$ cat config.mk
export PLATFORM = sky130hd
export DESIGN_NAME = pulse_req_arbiter
export DESIGN_NICKNAME = d
export VERILOG_FILES = /design/src/rtl/pulse_req_arbiter.sv
export SDC_FILE = /design/constraint.sdc
export NUM_CORES = 1
export LEC_CHECK = 0
export BUFFER_PORTS_ARGS = -buffer_cell sky130_fd_sc_hd__buf_2
export CAP_MARGIN = 0
export CORE_UTILIZATION = 50
export CTS_CLUSTER_DIAMETER = 50
export CTS_CLUSTER_SIZE = 14
export DETAILED_ROUTE_END_ITERATION = 16
export GPL_ROUTABILITY_DRIVEN = 1
export PLACE_DENSITY = 0.84
export SLEW_MARGIN = 20
export SYNTH_ARGS = -nofsm -noshare
export SYNTH_HDL_FRONTEND = slang
export SYNTH_SLANG_ARGS = --single-unit
$ cat constraint.sdc
create_clock -name clk -period 1.93 [get_ports clk]
set_clock_uncertainty 0.2 [all_clocks]
set_input_delay 0.193 -clock clk [delete_from_list [all_inputs] [get_ports clk]]
set_output_delay 0.193 -clock clk [all_outputs]
set_load 0.005 [all_outputs]
$ cat src/rtl/pulse_req_arbiter.sv
// Pulse request arbiter: latches one-cycle request pulses and serves them round-robin,
// one command at a time, through a ready/done handshake to a shared memory port.
module pulse_req_arbiter #(
    parameter int N_REQ   = 4,
    parameter int TIMEOUT = 16
) (
    input  logic                     clk,
    input  logic                     rst_n,
    input  logic [N_REQ-1:0]         req_pulse,
    output logic                     cmd_valid,
    output logic [$clog2(N_REQ)-1:0] cmd_id,
    input  logic                     cmd_ready,
    input  logic                     done,
    output logic                     busy,
    output logic [N_REQ-1:0]         pending,
    output logic [N_REQ-1:0]         overflow,
    output logic                     timeout_err,
    input  logic                     clr_err
);
    localparam int ID_W  = $clog2(N_REQ);
    localparam int CNT_W = $clog2(TIMEOUT + 1);

    typedef enum logic [1:0] {
        IDLE,
        ISSUE,
        WAIT
    } state_t;

    state_t           r_state;
    state_t           w_stateNext;
    logic [ID_W-1:0]  r_grant;
    logic [ID_W-1:0]  r_rrPtr;
    logic [ID_W-1:0]  w_grant;
    logic [ID_W-1:0]  w_rrNext;
    logic [ID_W-1:0]  w_idx;
    logic [CNT_W-1:0] r_waitCnt;
    logic [N_REQ-1:0] r_pending;
    logic [N_REQ-1:0] r_overflow;
    logic [N_REQ-1:0] w_clrMask;
    logic [N_REQ-1:0] w_ovfSet;
    logic             r_timeoutErr;
    logic             w_found;
    logic             w_latchGrant;
    logic             w_handshake;
    logic             w_timeout;
    int               w_sum;

    // Round-robin search: first pending bit at or above rr_ptr, wrapping to 0.
    always_comb begin
        w_found = 1'b0;
        w_grant = '0;
        w_sum   = 0;
        w_idx   = '0;
        for (int k = 0; k < N_REQ; k++) begin
            w_sum = int'(r_rrPtr) + k;
            if (w_sum >= N_REQ) begin
                w_sum = w_sum - N_REQ;
            end
            w_idx = ID_W'(w_sum);
            if (!w_found && r_pending[w_idx]) begin
                w_found = 1'b1;
                w_grant = w_idx;
            end
        end
    end

    always_comb begin
        w_stateNext  = r_state;
        w_latchGrant = 1'b0;
        w_handshake  = 1'b0;
        w_timeout    = 1'b0;
        case (r_state)
            IDLE: begin
                if (w_found) begin
                    w_stateNext  = ISSUE;
                    w_latchGrant = 1'b1;
                end
            end
            ISSUE: begin
                if (cmd_ready) begin
                    w_handshake = 1'b1;
                    w_stateNext = WAIT;
                end
            end
            WAIT: begin
                if (done) begin
                    w_stateNext = IDLE;
                end else if (r_waitCnt == CNT_W'(TIMEOUT - 1)) begin
                    w_stateNext = IDLE;
                    w_timeout   = 1'b1;
                end
            end
            default: begin
                w_stateNext = IDLE;
            end
        endcase
    end

    assign w_rrNext  = (r_grant == ID_W'(N_REQ - 1)) ? '0 : r_grant + 1'b1;
    assign w_clrMask = w_handshake ? (N_REQ'(1) << r_grant) : '0;
    // A pulse landing on the bit being cleared is a fresh request, not a lost one.
    assign w_ovfSet  = req_pulse & r_pending & ~w_clrMask;

    always_ff @(posedge clk) begin
        if (!rst_n) begin
            r_state      <= IDLE;
            r_grant      <= '0;
            r_rrPtr      <= '0;
            r_waitCnt    <= '0;
            r_pending    <= '0;
            r_overflow   <= '0;
            r_timeoutErr <= 1'b0;
        end else begin
            r_state <= w_stateNext;
            if (w_latchGrant) begin
                r_grant <= w_grant;
            end
            if (w_handshake) begin
                r_rrPtr <= w_rrNext;
            end
            r_waitCnt    <= (r_state == WAIT && w_stateNext == WAIT) ? r_waitCnt + 1'b1 : '0;
            r_pending    <= (r_pending & ~w_clrMask) | req_pulse;
            r_overflow   <= (clr_err ? '0 : r_overflow) | w_ovfSet;
            r_timeoutErr <= (clr_err ? 1'b0 : r_timeoutErr) | w_timeout;
        end
    end

    assign cmd_valid   = (r_state == ISSUE);
    assign cmd_id      = cmd_valid ? r_grant : '0;
    assign busy        = (r_state != IDLE);
    assign pending     = r_pending;
    assign overflow    = r_overflow;
    assign timeout_err = r_timeoutErr;

endmodule

==> summary.md, run 1 <==
| Metric | Value |
|---|---|
| Post-route minimum period | around 1.6 ns |
| Initial antenna violation count | 0 |
| Vias in the first global route | roughly 700 |
| Maximum vdd ir drop | 0.525 mV |
| TritonCTS clock tree | done |
| Post-Layout Cell Count | 154 |
| Tightest slew margin relative to the limit | a little over two thirds |
| Worst Setup End Kind | flop |
| Clock transition time at the flip-flop clock pins of the worst setup and hold paths | 0.12 ns |
| Height of the chip | 44.5 µm |
| Antenna fix cells | 0 |
| Final number of hold-violating endpoints | 0 |
| Hold path depth | 4 |
| Vias per cell | 5.06 |
| Total Nets Final | 145 |
| Worst hold path type | in2reg |
| Maximum frequency from static timing analysis | ~620 MHz |
| CTS H-Tree Depth | 1 |
| Async SR Flop Fraction | 0% |
| Signal arrival time at the worst endpoint | between 1.5 and 2 ns |
| Total instance count after detailed placement | 144 |
| Post-synth top area share | 44.3% |
| Unique masters post-synth | 30 |
| Yosys synthesis warning count | 0 |
| Detailed-route via count | 779 |
| Final-report setup violation count | 0 |
| Fraction of the yosys area taken by sequential cells | 44.3% |
| Buffers and inverters on the worst path | 3 |
| Worst Hold End | overflow[2] |
| Post-DR wirelength/cell | 11.8 µm |
| Number of clock buffers inserted by TritonCTS | 3 |
| Global-route wire length before repair | 2.88 mm |
| Worst min-delay path startpoint | clr_err |
| Depth of the worst register-to-register path | 6 |
| Drt initial violations | 9 |
| Max stage delay cell, worst path | sky130_fd_sc_hd__dlygate4sd3_1 |
| Leading area contributor after synthesis | sky130_fd_sc_hd__dfxtp_1 |
| Mean instance size in the synthesized netlist | 9.05 µm² |
| CP peak stage delay | 0.51 ns |
| Type of the worst setup path | in2reg |
| Most area-consuming cells after synthesis | sky130_fd_sc_hd__dfxtp_1 44%, sky130_fd_sc_hd__nor2_1 9.5%, sky130_fd_sc_hd__ha_1 8.3% |
| Result of the run | finished, final reports clean |
| Total Die Area | slightly below 2000 µm² |
| Series of cell instances along the critical path | dlygate4sd3_1 > buf_2 > inv_1 > or3_1 > o32ai_1 |
| Max-slew violation count | 0 |
| Max Buffers Root-to-Sink | 2 |
| Count of standard-cell rows | 15 |
| Number of iterations in the first detailed-routing pass | 4 |
| Worst-Skew Late Latency | 0.30 ns |
| Reg2Reg Capture Point | r_waitCnt[2] |
| Number of flip-flops and latches in the synthesized netlist | 20 |
| Pleak | 0.506 nW |
| Tcrit/Tclk final | approximately 83% |
| Worst EP required | 1.94 ns |
| Number of flops mapped to enable cells by yosys | 0 |
| Slack of the worst reg-to-reg path | 0.37 ns |
| Gp weighted congestion | 0.874 |
| Initial core utilization | between 50 and 60% |
| Most common flop cell mapped by yosys | sky130_fd_sc_hd__dfxtp_1 |
| Sink count of the clock tree | 20 |
| Pwr Density | 823 nW/µm² |
| Number of buffer cells added on primary ports | 21 |
| Final design utilization | 66.7% |
| Cell type group with the largest total delay on the critical path | buffers and inverters |
| Number of top-level design ports | 22 |
| Maximum fanout along the worst path | 16 |
| DRT Wirelength | roughly 1.8 mm |
| Core area | 1710 µm² |
| Combined area of all synthesized cells | 905 µm² |
| Post-synthesis net count | 115 |
| Synthesis-to-finish area growth | 25.9% |
| Startpoint Class | input pin |
| Largest net degree at the start of global routing | 17 |
| Global Route Usage Sum | about a fifth |
| Share of final-layout standard cells stronger than drive strength 1 | 24.0% |
| Post-synthesis cell count | 100 |
| Reg2reg start | r_waitCnt[0] |
| Final routed DRC violation total | 0 |
| RSZ-0062 raised after global routing | false |
| HPWL Detailed | 1.35 mm |
| Horizontal die dimension | 44.5 µm |
| Summed negative setup slack over all endpoints | 0 ns |
| Sum of overflow across all layers after global routing | 0 |
| Worst-margin pin slew | approximately 0.46 ns |
| Remaining antenna violation count | 0 |
| Number of max-cap violations | 0 |
| Root Buffer | sky130_fd_sc_hd__clkbuf_4 |
[final cells by class]
| class | count | area [µm²] |
|---|---|---|
| Fill cell | 135 | 569 |
| Multi-Input combinational cell | 71 | 463 |
| Sequential cell | 20 | 400 |
| Timing Repair Buffer | 27 | 165 |
| Tap cell | 25 | 31.3 |
| Clock inverter | 1 | 30.0 |
| Inverter | 7 | 26.3 |
| Clock buffer | 3 | 22.5 |
[worst min-delay path, cell delays in order]
cell and delay (ns):
sky130_fd_sc_hd__buf_2 0.12, sky130_fd_sc_hd__nor2b_1 0.05, sky130_fd_sc_hd__a21oi_1 0.11, sky130_fd_sc_hd__nor2_1 0.04
[layout by cell type, fill, tap and decap left out, types with 2 or more instances in the layout]
master / n
sky130_fd_sc_hd__a21boi_2: 3
sky130_fd_sc_hd__a21oi_1: 4
sky130_fd_sc_hd__a31o_2: 2
sky130_fd_sc_hd__a32o_1: 2
sky130_fd_sc_hd__and2_1: 2
sky130_fd_sc_hd__buf_2: 21
sky130_fd_sc_hd__clkbuf_4: 3
sky130_fd_sc_hd__dfxtp_1: 20
sky130_fd_sc_hd__dlygate4sd3_1: 6
sky130_fd_sc_hd__ha_1: 6
sky130_fd_sc_hd__inv_1: 7
sky130_fd_sc_hd__mux2i_1: 2
sky130_fd_sc_hd__nand2_1: 3
sky130_fd_sc_hd__nand3_1: 2
sky130_fd_sc_hd__nor2_1: 23
sky130_fd_sc_hd__nor2b_1: 5
sky130_fd_sc_hd__nor3b_1: 2
sky130_fd_sc_hd__o32ai_1: 2
[cell usage after synthesis (all sizes together) (2+ instances only)]
cell type and n:
a31o 2, and2 2, a21oi 4, o32ai 2
nand2 3, ha 6, nor3b 2, a21boi 3
nor2b 5, inv 7, nor2 23, nand3 2
mux2i 2, a32o 2, dfxtp 20
[what timing repair did]
action                    4_1_cts  5_1_grt
gates resized for setup         0        0
setup buffers                   0        0
hold endpoints to repair        9        0
hold buffers                    6        0
[routing by layer]
| layer | global-route usage, % | share of wire [%] |
|---|---|---|
| met1 | 23.4 | 45 |
| met2 | 33.5 | 48 |
| met3 | 4.08 | 3.7 |
| met4 | 12.7 | 2.8 |
| met5 | 0 | 0 |
[report_power, final]
| group | switching [W] | internal [W] | total, W |
|---|---|---|---|
| combinational | 0.0000677 | 0.0000703 | 0.000138 |
| sequential | 0.0000233 | 0.000435 | 0.000458 |
| clock | 0.000131 | 0.000210 | 0.000341 |
| total | 0.000222 | 0.000715 | 0.000937 |
[per-stage QoR]
| stage | setup slack (ns) | cell area [µm²] | total power (W) | hold slack, ns |
|---|---|---|---|---|
| 2_1_floorplan | 0.505 | 905 | 0.000548 | 0.103 |
| 3_3_place_gp | 0.410 | 1030 | 0.000586 | 0.204 |
| 3_5_place_dp | 0.377 | 1030 | 0.000593 | 0.213 |
| 4_1_cts | 0.329 | 1140 | 0.000941 | 0.0429 |
| 5_1_grt | 0.207 | 1140 | 0.000976 | 0.0632 |
| 6_report | 0.322 | 1140 | 0.000937 | 0.0410 |
[sequential cells by signal (all words and copies together) (netlist names)]
signal       cells
r_waitCnt        5
r_rrPtr          2
timeout_err      1
pending          4
r_grant          2
r_state          2
overflow         4
[worst max path at each step]
stage                    to  cells after the start         start  slack (ns)
4_1_cts          r_grant[0]                      5         rst_n        0.33
3_3_place_gp   r_waitCnt[3]                      6  r_waitCnt[0]        0.41
3_5_place_dp   r_waitCnt[2]                      6  r_waitCnt[0]        0.38
6_report         r_grant[0]                      5         rst_n        0.32
2_1_floorplan  r_waitCnt[2]                      6  r_waitCnt[0]        0.50
5_1_grt          r_grant[0]                      5         rst_n        0.21
[kinds of logic (layout without fill, tap and decap cells)]
family / after synthesis / in the layout / synth area share, %
buffers and inverters: 9 / 38 / 4.56
xor gates and xnor gates: 2 / 2 / 1.94
and+or+nand+nor: 45 / 45 / 24.5
adders and majority gates: 6 / 6 / 8.30
AOI/OAI and AO/OA: 16 / 16 / 14.2
DFF: 20 / 20 / 44.3
muxes: 2 / 2 / 2.21
Power figures use the tool's default switching activity.
==> inputs of run 2 (changes only) <==
==> constraint.sdc (replaced) <==
create_clock -name clk -period 1.65 [get_ports clk]
set_clock_uncertainty 0.2 [all_clocks]
set_input_delay 0.165 -clock clk [delete_from_list [all_inputs] [get_ports clk]]
set_output_delay 0.165 -clock clk [all_outputs]
set_load 0.005 [all_outputs]
==> run 2 against run 1 <==
Effect of this change: utilization is 1.9 points higher; global-route usage is 0.68 points higher; power is 18% higher; sequential share of layout area is 0.87 points lower; worst setup slack worse by 0.25 ns; largest power group unchanged.
==> summary.md, run 2 (same netlist as run 1, synthesis figures left out) <==
| Metric | Value |
|---|---|
| Core area | roughly 1700 µm² |
| Global Route Usage Sum | 20.8% |
| Vias in the first global route | 725 |
| Buffers and inverters on the worst path | 2 |
| Series of cell instances along the critical path | dlygate4sd3_1 > buf_2 > and3b_1 > a21oi_1 > a31o_2 |
| Maximum fanout along the worst path | 7 |
| Total instance count after detailed placement | 144 |
| Post-route minimum period | 1.58 ns |
| Horizontal die dimension | roughly 45 µm |
| Cell type group with the largest total delay on the critical path | buffers and inverters |
| Net Sw Frac | between 20% and 30% |
| Launch point of the worst path | cmd_ready |
| Initial core utilization | 53.0% |
| RSZ-0062 raised after global routing | false |
| Number of buffer cells added on primary ports | 21 |
| Final number of hold-violating endpoints | 0 |
| Total Nets Final | 148 |
| Count of standard-cell rows | 15 |
| Reg2reg start | r_state[1] |
| Total Die Area | 1980 µm² |
| Placed cell areas | 1030 µm² |
| Worst min-delay path startpoint | done |
| Leading cell type in the layout, fill and taps excluded | sky130_fd_sc_hd__nor2_1 |
| Register ranked first by flip-flop count | r_waitCnt |
| Sink count of the clock tree | 20 |
| Result of the run | finished, final reports clean |
| Summed negative setup slack over all endpoints | 0 ns |
| Cell area after layout | 1170 µm² |
| Number of flip-flops under the largest register name | 5 |
| Final WS setup | 0.0741 ns |
| Worst-margin pin slew | approximately 0.45 ns |
| Sw Pwr | 0.000260 W |
| CP peak stage delay | 0.52 ns |
| Number of clock buffers inserted by TritonCTS | 3 |
| Drt initial violations | 14 |
| Combinational share of power | 15.4% |
| Maximum vdd ir drop | 0.832 mV |
| Root Buffer | sky130_fd_sc_hd__clkbuf_4 |
| Final-report setup violation count | 0 |
| Vias per cell | 5.16 |
| Max-slew violation count | 0 |
| Gp weighted congestion | just under 0.9 |
| Clock power share | 35.8% |
| Worst slack after detailed placement | between 0.09 and 0.1 ns |
| Clock transition time at the flip-flop clock pins of the worst setup and hold paths | 0.12 ns |
| Number of top-level design ports | 22 |
| Post-DR wirelength/cell | 12.1 µm |
| Depth of the worst register-to-register path | 3 |
| Maximum frequency from static timing analysis | about 630 MHz |
| Filler Cells Inserted | around 130 |
| DRT Wirelength | 1.90 mm |
| Pleak | 0.516 nW |
| Sum of overflow across all layers after global routing | 0 |
| Sequential share of power | 48.8% |
| Internal power summed over all cells | 0.000842 W |
| Worst hold path type | in2reg |
| Antenna fix cells | 0 |
| Tightest slew margin relative to the limit | 70.0% |
| Number of iterations in the first detailed-routing pass | 4 |
| Number of max-cap violations | 0 |
| Max Buffers Root-to-Sink | 2 |
| Pwr Density | 941 nW/µm² |
| Height of the chip | 44.5 µm |
| Startpoint Class | input pin |
| TritonCTS clock tree | done |
| Type of the worst setup path | in2reg |
| HPWL Detailed | 1.35 mm |
| Initial antenna violation count | 0 |
| Post-Layout Cell Count | 157 |
| Synthesis-to-finish area growth | 29.5% |
| Largest net degree at the start of global routing | 17 |
| Max stage delay cell, worst path | sky130_fd_sc_hd__dlygate4sd3_1 |
| Hold WS | 0.0130 ns |
| Worst EP required | 1.65 ns |
| Reg2Reg Capture Point | overflow[3] |
| Signal arrival time at the worst endpoint | 1.58 ns |
| Tcrit/Tclk final | a little over nine tenths |
| Worst-Skew Late Latency | 0.29 ns |
| Worst Setup End Kind | flop |
| Worst Hold End | r_waitCnt[4] |
| CTS H-Tree Depth | 1 |
| Remaining antenna violation count | 0 |
| Final routed DRC violation total | 0 |
| Commonest cells after routing, fill and taps aside | 23 x sky130_fd_sc_hd__nor2_1, 21 x sky130_fd_sc_hd__buf_2, 19 x sky130_fd_sc_hd__dfxtp_1 |
| Slack of the worst reg-to-reg path | roughly 0.14 ns |
| Share of final-layout standard cells stronger than drive strength 1 | 28.0% |
| Hold path depth | 4 |
| Detailed-route via count | 810 |
| Global-route wire length before repair | 2.96 mm |
==> run 2: worst max path at each step <==
stage | end | slack (ns) | cells after the start
final | overflow[3] | 0.07 | 5
after CTS | r_waitCnt[2] | 0.07 | 6
after detailed placement | r_waitCnt[2] | 0.1 | 6
after floorplan | r_waitCnt[2] | 0.22 | 6
after global routing | r_grant[0] | 0.006 | 5
after global placement | r_waitCnt[3] | 0.13 | 6
==> run 2: power by group through the flow <==
stage | sequential [W] | clock [W] | combinational (W)
2_1_floorplan | 0.000541 | 0 | 0.0000999
3_3_place_gp | 0.000545 | 0 | 0.000141
3_5_place_dp | 0.000546 | 0 | 0.000147
4_1_cts | 0.000536 | 0.000402 | 0.000162
5_1_grt | 0.000542 | 0.000424 | 0.000188
6_report | 0.000537 | 0.000395 | 0.000170
==> run 2: timing repair <==
| action | CTS | global route |
|---|---|---|
| endpoints found under the hold margin | 9 | 0 |
| hold buffers | 6 | 0 |
| buffers inserted | 0 | 3 |
| setup endpoints to repair | 0 | 4 |
| resized for setup | 0 | 3 |
==> run 2: cell type report <==
class	count	area, µm²	share of cell area (%)
multi-input cells	71	468	40.0
clock inverters	1	30.0	2.56
flip-flops and latches	20	402	34.3
well taps	25	31.3	2.67
clock buffers	3	22.5	1.92
inverters	7	30.0	2.56
repair buffers	30	188	16.0
==> run 2: metrics by stage <==
| step | util, % | power [W] |
|---|---|---|
| after global routing | 68.6 | 0.00115 |
| final | 68.6 | 0.00110 |
| after detailed placement | 60.1 | 0.000694 |
| after floorplan | - | 0.000641 |
| after CTS | 66.7 | 0.00110 |
| after global placement | 60.1 | 0.000685 |
==> run 2: per-layer routing <==
| layer | vias to the layer above | part of all wire, % | track usage [%] |
|---|---|---|---|
| met5 | - | 0 | 0 |
| met4 | 0 | 6.4 | 16.4 |
| met3 | 12 | 4.2 | 4.90 |
| met2 | 29 | 48 | 33.5 |
| met1 | 367 | 42 | 23.4 |
| li1 | 402 | - | - |
==> run 2: worst reg2reg max path, delay by kind of cell (launching register included) <==
kind	cells	cell delay (ns)
DFF	1	0.36
AOI/OAI and AO/OA	2	0.40
and+or+nand+nor	1	0.45
==> inputs of run 3 (changes only) <==
--- a/config.mk
+++ b/config.mk
@@ -7,12 +7,14 @@
 export LEC_CHECK = 0
 export BUFFER_PORTS_ARGS = -buffer_cell sky130_fd_sc_hd__buf_2
 export CAP_MARGIN = 0
-export CORE_UTILIZATION = 50
+export CELL_PAD_IN_SITES_DETAIL_PLACEMENT = 0
+export CELL_PAD_IN_SITES_GLOBAL_PLACEMENT = 1
+export CORE_UTILIZATION = 38
 export CTS_CLUSTER_DIAMETER = 50
 export CTS_CLUSTER_SIZE = 14
 export DETAILED_ROUTE_END_ITERATION = 16
 export GPL_ROUTABILITY_DRIVEN = 1
-export PLACE_DENSITY = 0.84
+export PLACE_DENSITY = 0.85
 export SLEW_MARGIN = 20
 export SYNTH_ARGS = -nofsm -noshare
 export SYNTH_HDL_FRONTEND = slang
==> run 3 against run 2 <==
Effect of this change: via count is 6.7% lower; count of clock-buffer cells in the layout stayed put; combinational power down 5%; largest cell class unchanged.
==> summary.md, run 3 (same netlist as run 1, synthesis figures left out) <==
| Metric | Value |
|---|---|
| Hold path depth | 4 |
| Worst-margin pin slew | around 0.42 ns |
| Drt initial violations | 14 |
| Depth of the worst register-to-register path | 6 |
| Max Buffers Root-to-Sink | 2 |
| Worst slack after detailed placement | 0.107 ns |
| Tightest slew margin relative to the limit | 71.9% |
| Final number of hold-violating endpoints | 0 |
| Register ranked first by flip-flop count | r_waitCnt |
| Summed negative setup slack over all endpoints | 0 ns |
| Initial antenna violation count | 0 |
| Core area | about 2200 µm² |
| Number of iterations in the first detailed-routing pass | 4 |
| HPWL Detailed | 1.41 mm |
| Total Die Area | 2580 µm² |
| Worst Setup End Kind | flop |
| Remaining antenna violation count | 0 |
| Clock transition time at the flip-flop clock pins of the worst setup and hold paths | ~0.1 ns |
| Internal power summed over all cells | 0.000677 W |
| Post-DR wirelength/cell | 11.5 µm |
| TritonCTS clock tree | done |
| Root Buffer | sky130_fd_sc_hd__clkbuf_4 |
| Worst hold path type | in2reg |
| Number of flip-flops under the largest register name | 5 |
| Share of final-layout standard cells stronger than drive strength 1 | 25.6% |
| Filler Cells Inserted | 215 |
| Synthesis-to-finish area growth | 24.5% |
| Maximum fanout along the worst path | 13 |
| Global-route wire length before repair | 2.95 mm |
| Worst-Skew Late Latency | 0.29 ns |
| Net Sw Frac | 26.1% |
| Detailed-route via count | ~760 |
| Total Nets Final | ~150 |
| Initial core utilization | 40.5% |
| Antenna fix cells | 0 |
| Result of the run | finished, final reports clean |
| Slack of the worst reg-to-reg path | roughly 0.15 ns |
| Number of max-cap violations | 0 |
| DRT Wirelength | approximately 1.8 mm |
| Final-report setup violation count | 0 |
| Max-slew violation count | 0 |
| Sequential share of power | 58.4% |
| Maximum frequency from static timing analysis | 631 MHz |
| Leading cell type in the layout, fill and taps excluded | sky130_fd_sc_hd__nor2_1 |
| Post-route minimum period | 1.58 ns |
| Final routed DRC violation total | 0 |
| Horizontal die dimension | 50.8 µm |
| Vias per cell | 4.82 |
| Count of standard-cell rows | 17 |
| Clock power share | 24.0% |
| Pwr Density | 813 nW/µm² |
| Sink count of the clock tree | 20 |
| Sum of overflow across all layers after global routing | 0 |
| Global Route Usage Sum | about 16% |
| Tcrit/Tclk final | 96.0% |
| Worst EP required | between 1.5 and 2 ns |
| Number of buffer cells added on primary ports | 21 |
| Number of top-level design ports | 22 |
| Startpoint Class | input pin |
| Sw Pwr | 0.000239 W |
| Height of the chip | around 51 µm |
| Gp weighted congestion | 0.843 |
| RSZ-0062 raised after global routing | true |
| Combinational share of power | 17.6% |
| Pleak | between 0.4 and 0.5 nW |
| Maximum vdd ir drop | 0.391 mV |
| CTS H-Tree Depth | 1 |
| Signal arrival time at the worst endpoint | between 1.5 and 2 ns |
| Commonest cells after routing, fill and taps aside | 23 x sky130_fd_sc_hd__nor2_1, 21 x sky130_fd_sc_hd__buf_2, 20 x sky130_fd_sc_hd__dfxtp_1 |
| Number of clock buffers inserted by TritonCTS | 3 |
| Vias in the first global route | ~660 |
| Final WS setup | about 0.066 ns |
| Type of the worst setup path | in2reg |
| Largest net degree at the start of global routing | 14 |
run 3: cell types whose count changed in the layout (fill, tap and decap cells not counted), sizes merged:
cell,previous run,this run
clkinvlp,1,0
bufinv,1,0
inv,6,7
buf,24,22
run 3: cell type report:
type / count / area (µm²) / share of cell area [%]
repair buffers: 28 / 173 / 15.3
clock buffers: 3 / 22.5 / 2.00
multi-input cells: 71 / 469 / 41.7
well taps: 28 / 35.0 / 3.11
inverters: 7 / 26.3 / 2.33
flip-flops and latches: 20 / 400 / 35.6
run 3: timing repair:
item	4_1_cts	5_1_grt
setup buffers	0	0
hold buffers	6	0
endpoints found under the hold margin	9	0
endpoints found under the setup margin	0	6
resized for setup	0	2
run 3: worst paths after layout:
path,startpoint,end
max,rst_n,r_grant[0]
min,done,r_waitCnt[4]
min reg2reg,r_waitCnt[0],r_waitCnt[0]
max reg2reg,r_waitCnt[0],r_waitCnt[2]
run 3: stage by stage:
stage	cells	instance area, µm²	total power (W)	hold WS, ns	utilization (%)
final	157	1130	0.000916	0.0121	50.4
after global routing	157	1130	0.000971	0.0115	50.4
after CTS	157	1120	0.000929	0.0247	50.1
after detailed placement	148	1040	0.000696	0.183	46.4
after global placement	148	1040	0.000691	0.180	46.4
after floorplan	100	905	0.000641	0.0751	-
run 3: worst max-delay path, cell delays in order:
cell and delay [ns]:
sky130_fd_sc_hd__dlygate4sd3_1 0.52, sky130_fd_sc_hd__buf_2 0.17, sky130_fd_sc_hd__inv_1 0.20, sky130_fd_sc_hd__or3_1 0.42, sky130_fd_sc_hd__o32ai_1 0.12
run 3: routing by layer:
metal	up-vias	GRT usage (%)	part of all wire, %
li1	397	-	-
met1	339	21.2	48
met2	18	24.0	46
met3	2	3.94	4.8
met4	0	5.56	0.83
met5	-	0	0
run 3: power by group through the flow:
| stage | Clock [W] | Sequential (W) | Combinational [W] |
|---|---|---|---|
| 6_report | 0.000220 | 0.000535 | 0.000161 |
| 5_1_grt | 0.000251 | 0.000540 | 0.000181 |
| 4_1_cts | 0.000233 | 0.000535 | 0.000161 |
| 3_5_place_dp | 0 | 0.000546 | 0.000150 |
| 3_3_place_gp | 0 | 0.000545 | 0.000147 |
| 2_1_floorplan | 0 | 0.000541 | 0.0000999 |
